===== src/rtl/cpu_pkg.sv =====
// Shared CPU datapath constants used by the register file and its decoder.
package cpu_pkg;

   localparam int         REG_ADDR_W = 4;
   localparam int         NUM_REGS   = 16;
   localparam logic [3:0] REG_PC     = 4'd15;
   localparam logic [3:0] REG_LR     = 4'd14;

endpackage


===== src/rtl/decoder_4_16.sv =====
// One-hot write-enable decoder: drives y[a] high when en is set, all zero otherwise.
module decoder_4_16
   import cpu_pkg::*;
(
   input  logic                  en,
   input  logic [REG_ADDR_W-1:0] a,
   output logic [NUM_REGS-1:0]   y
);

   always_comb begin
      y = '0;
      if (en) y[a] = 1'b1;
   end

endmodule


===== src/rtl/reg_file_16.sv =====
// ARM register file: R0-R14 in flops, R15 reads return PC+8, R14 has a dedicated
// link-write port for BL. Three combinational read ports with no write bypass.
module reg_file_16
   import cpu_pkg::*;
#(
   parameter int W = 32
) (
   input  logic                  clk,
   input  logic                  rst_n,
   input  logic                  we,
   input  logic [REG_ADDR_W-1:0] wa,
   input  logic [W-1:0]          wd,
   input  logic                  lr_we,
   input  logic [W-1:0]          lr_wd,
   input  logic [REG_ADDR_W-1:0] ra1,
   input  logic [REG_ADDR_W-1:0] ra2,
   input  logic [REG_ADDR_W-1:0] ra3,
   input  logic [W-1:0]          r15_in,
   output logic [W-1:0]          rd1,
   output logic [W-1:0]          rd2,
   output logic [W-1:0]          rd3
);

   logic [NUM_REGS-1:0] en;
   logic [W-1:0]        regs     [0:NUM_REGS-2];
   logic [W-1:0]        read_arr [0:NUM_REGS-1];
   logic                unused_pc_en;

   decoder_4_16 u_wdec (
      .en (we),
      .a  (wa),
      .y  (en)
   );

   // R15 has no storage, so its enable is simply dropped.
   assign unused_pc_en = en[REG_PC];

   for (genvar i = 0; i < NUM_REGS - 2; i++) begin : g_gpr
      always_ff @(posedge clk or negedge rst_n) begin
         if (!rst_n)     regs[i] <= '0;
         else if (en[i]) regs[i] <= wd;
      end
   end

   // The link write takes priority over a main write aimed at R14.
   always_ff @(posedge clk or negedge rst_n) begin
      if (!rst_n)              regs[REG_LR] <= '0;
      else if (lr_we)          regs[REG_LR] <= lr_wd;
      else if (en[REG_LR])     regs[REG_LR] <= wd;
   end

   always_comb begin
      for (int i = 0; i < NUM_REGS - 1; i++) read_arr[i] = regs[i];
      read_arr[REG_PC] = r15_in;
   end

   assign rd1 = read_arr[ra1];
   assign rd2 = read_arr[ra2];
   assign rd3 = read_arr[ra3];

endmodule


===== config.mk =====
export PLATFORM = sky130hd
export DESIGN_NAME = reg_file_16
export DESIGN_NICKNAME = d
export VERILOG_FILES = /design/src/rtl/cpu_pkg.sv /design/src/rtl/decoder_4_16.sv /design/src/rtl/reg_file_16.sv
export SDC_FILE = /design/constraint.sdc
export NUM_CORES = 1
export LEC_CHECK = 0
export CAP_MARGIN = 20
export CORE_ASPECT_RATIO = 1.25
export CORE_MARGIN = 2
export CORE_UTILIZATION = 45
export DETAILED_ROUTE_END_ITERATION = 10
export PLACE_DENSITY_LB_ADDON = 0.1
export RECOVER_POWER = 50
export SYNTH_ARGS = -nofsm -noshare
export SYNTH_HDL_FRONTEND = slang
export SYNTH_SLANG_ARGS = --single-unit

===== constraint.sdc =====
create_clock -name clk -period 4.85 [get_ports clk]
set_input_delay 0.97 -clock clk [delete_from_list [all_inputs] [get_ports clk]]
set_output_delay 0.97 -clock clk [all_outputs]
set_load 0.1 [all_outputs]

==> flow_metrics.env <==
export IMPL_largest_reg_flops=480
export IMPL_maxCapViolCount=2
export IMPL_syn_area_per_cell_sq_um=14.87
export IMPL_synth_edff_count=0
export IMPL_final_common_cell="dfrtp_1"
export IMPL_crit_path_end_kind="primary output"
export IMPL_crit_fanout=18
export IMPL_path_delay_family="buffers and inverters"
export IMPL_first_iter_violations=1813
export IMPL_synthArstFlopShare_pct=100.0
export IMPL_post_route_drc_count=0
export IMPL_area_delta_synth_final_pct=19.57
export IMPL_path_class="input port to primary output"
export IMPL_synth_top_cell_area_share_pct=40.55
export IMPL_grt_pass1_vias=22570
export IMPL_worstPathCellList="clkdlybuf4s50_1 > nor2b_4 > buf_4 > a22oi_1 > nand2_1 > buf_12"
export IMPL_wl_mm=101.9
export IMPL_layout_nets=2235
export IMPL_vias=20730
export IMPL_worstSkewPairLatency_ns=0.61
export IMPL_grt_usage_pct=30.61
export IMPL_period_share_pct=88.76
export IMPL_postCtsSetupRepairBufs=0
export IMPL_grt_pass1_wl_mm=152.0
export IMPL_rr_startpoint="read_arr[42]$_DFFE_PN0P_"
export IMPL_cts_tree="done"
export IMPL_core_rowCount=105
export IMPL_syn_area_sq_um=29620
export IMPL_p_per_area_nw_per_um2=442.2
export IMPL_path_buf_inv=3
export IMPL_synth_nets=2108
export IMPL_rrSetupSlack_ns=4.03
export IMPL_cts_buffers=53
export IMPL_drive_gt1_share_pct=52.48
export IMPL_drt_vias_per_instance=6.858
export IMPL_stdcell_count=3022
export IMPL_synth_top_area_cell="dfrtp_1"
export IMPL_yosysSeqAreaShare_pct=40.55
export IMPL_min_from="read_arr[390]$_DFFE_PN0P_"
export IMPL_slowest_delay_ns=0.86
export IMPL_slowest_stage="nor2b_4"
export IMPL_reg2regPathDepth=2
export IMPL_fin_tns_setup_ns=0
export IMPL_clkSinkCount=480
export IMPL_yosys_top_cells_area="dfrtp_1, mux4_2, mux2_2, a22oi_1, mux2_4"
export IMPL_startpoint="ra2[2]"
export IMPL_routabilityCongestion=0.8314
export IMPL_max_vdd_ir_drop_mv=0.3119
export IMPL_setup_viol=0
export IMPL_crit_reg2reg_capture="read_arr[42]$_DFFE_PN0P_"
export IMPL_clkTransAtPathRegs_ns=0.06
export IMPL_critPathArrivalTime_ns=3.34
export IMPL_first_pass_iters=5
export IMPL_yosys_most_used_dff="dfrtp_1"
export IMPL_slew_viol_final=138
export IMPL_yosys_warnings=0
export IMPL_hold_viol=0
export IMPL_violations="capacitance limit, slew limit"
export IMPL_relSlewSlack_pct=-101.1
export IMPL_htree_num_levels=2
export IMPL_postCtsResizedCells=0
export IMPL_die_x_um=233.5
export IMPL_worst_pin_slew_ns=3.016
export IMPL_outcome="complete, but fails checks"
export IMPL_initial_core_util_pct=45.27
export IMPL_fin_skew_ns=0
export IMPL_postRouteAntennaNets=0
export IMPL_clockRootBuffer="clkbuf_16"
export IMPL_dieArea_sq_um=67900
export IMPL_hold_depth=1
export IMPL_start_kind="input port"
export IMPL_core_area_sq_um=65430
export IMPL_p_leak_nw=14.28
export IMPL_worst_ep_required_time_ns=3.88
export IMPL_ios=212
export IMPL_cts_buffer_depth=3
export IMPL_postCtsHoldBufs=0
export IMPL_dpl_hpwl_mm=64.57
export IMPL_fp_dieH_um=290.8
export IMPL_netlist_instances=1992
export IMPL_yosysUniqueCellTypes=26
export IMPL_fin_crit_ns=4.305
export IMPL_fmax_mhz=232.3
export IMPL_wl_per_cell_um=33.73
export IMPL_dpl_cell_count=2920
export IMPL_grt_max_degree=107
export IMPL_layout_common_cells="dfrtp_1, mux4_2, mux2_2"
export IMPL_grt_overflow_total=0
export IMPL_antenna_found_initial=8
export IMPL_rsz0062_at_grt="false"
export IMPL_synth_seq_cells=480
export IMPL_hold_path_end="read_arr[390]$_DFFE_PN0P_"
export IMPL_hp_class="flip-flop to flip-flop"
export IMPL_portBuffers=211
-- power by group --
group          switching, mW  internal, mW  total (mW)
logic                   2.92          2.86        5.78
registers              0.869          4.91        5.78
clock network           1.78          2.33        4.11
total                   5.57          10.1        15.7
-- synth_stat cells (3+ instances only) --
master / number
a22oi_1: 192
a31oi_1: 32
and2_1: 3
buf_1: 9
buf_2: 70
buf_4: 9
buf_6: 9
clkbuf_1: 130
dfrtp_1: 480
mux2_1: 7
mux2_2: 381
mux2_4: 60
mux4_2: 384
nand2_1: 100
nand3_1: 33
nor2_1: 42
nor2b_1: 7
o21ai_0: 32
-- metrics by stage --
step	area, sq um	total power, mW	hold WS [ns]	worst slack, ns	util, %
finish	35420	15.66	0.5364	0.5449	54.13
global placement	33740	11.43	0.4997	0.5635	51.58
global route	35410	16.26	0.5595	0.3272	54.13
CTS	35480	15.72	0.4477	0.5950	54.23
detailed placement	33740	11.60	0.5211	0.6225	51.58
floorplan	29620	9.687	0.4874	1.110	-
-- per-layer routing --
layer	track usage, %	routed length [um]	vias up
met3	5.642	6947	271
met2	51.16	51770	966
met1	38.53	37980	11220
li1	-	-	8267
met5	0	31	-
met4	14.29	5190	4
-- how the worst max path moves through the flow --
stage | depth (start not counted) | endpoint
floorplan | 5 | rd1[10]
global placement | 6 | rd2[30]
detailed placement | 6 | rd2[31]
CTS | 6 | rd2[31]
global route | 2 | read_arr[90]$_DFFE_PN0P_
finish | 6 | rd2[31]
-- cells by family after synthesis --
| kind of cell | synth area share (%) |
|---|---|
| simple gates | 2.847 |
| flops | 40.55 |
| buf+inv | 3.527 |
| compound gates | 6.083 |
| mux | 46.99 |
-- layout make-up --
cell class              count  area, sq um
inverters                   1        3.754
clock buffers              69         1496
multi-input cells        1284        16680
diodes                      5        12.51
repair buffers            299         3899
well taps                 856         1071
clock inverters            28        237.7
flip-flops and latches    480        12010
fillers                  5320        30010
-- worst reg2reg max path, delay by kind of cell, from the launching register on --
family	cells	cell delay, ns
compound gates	2	0.30
flops	1	0.44
Note: power is estimated with default switching activity, not from simulation.
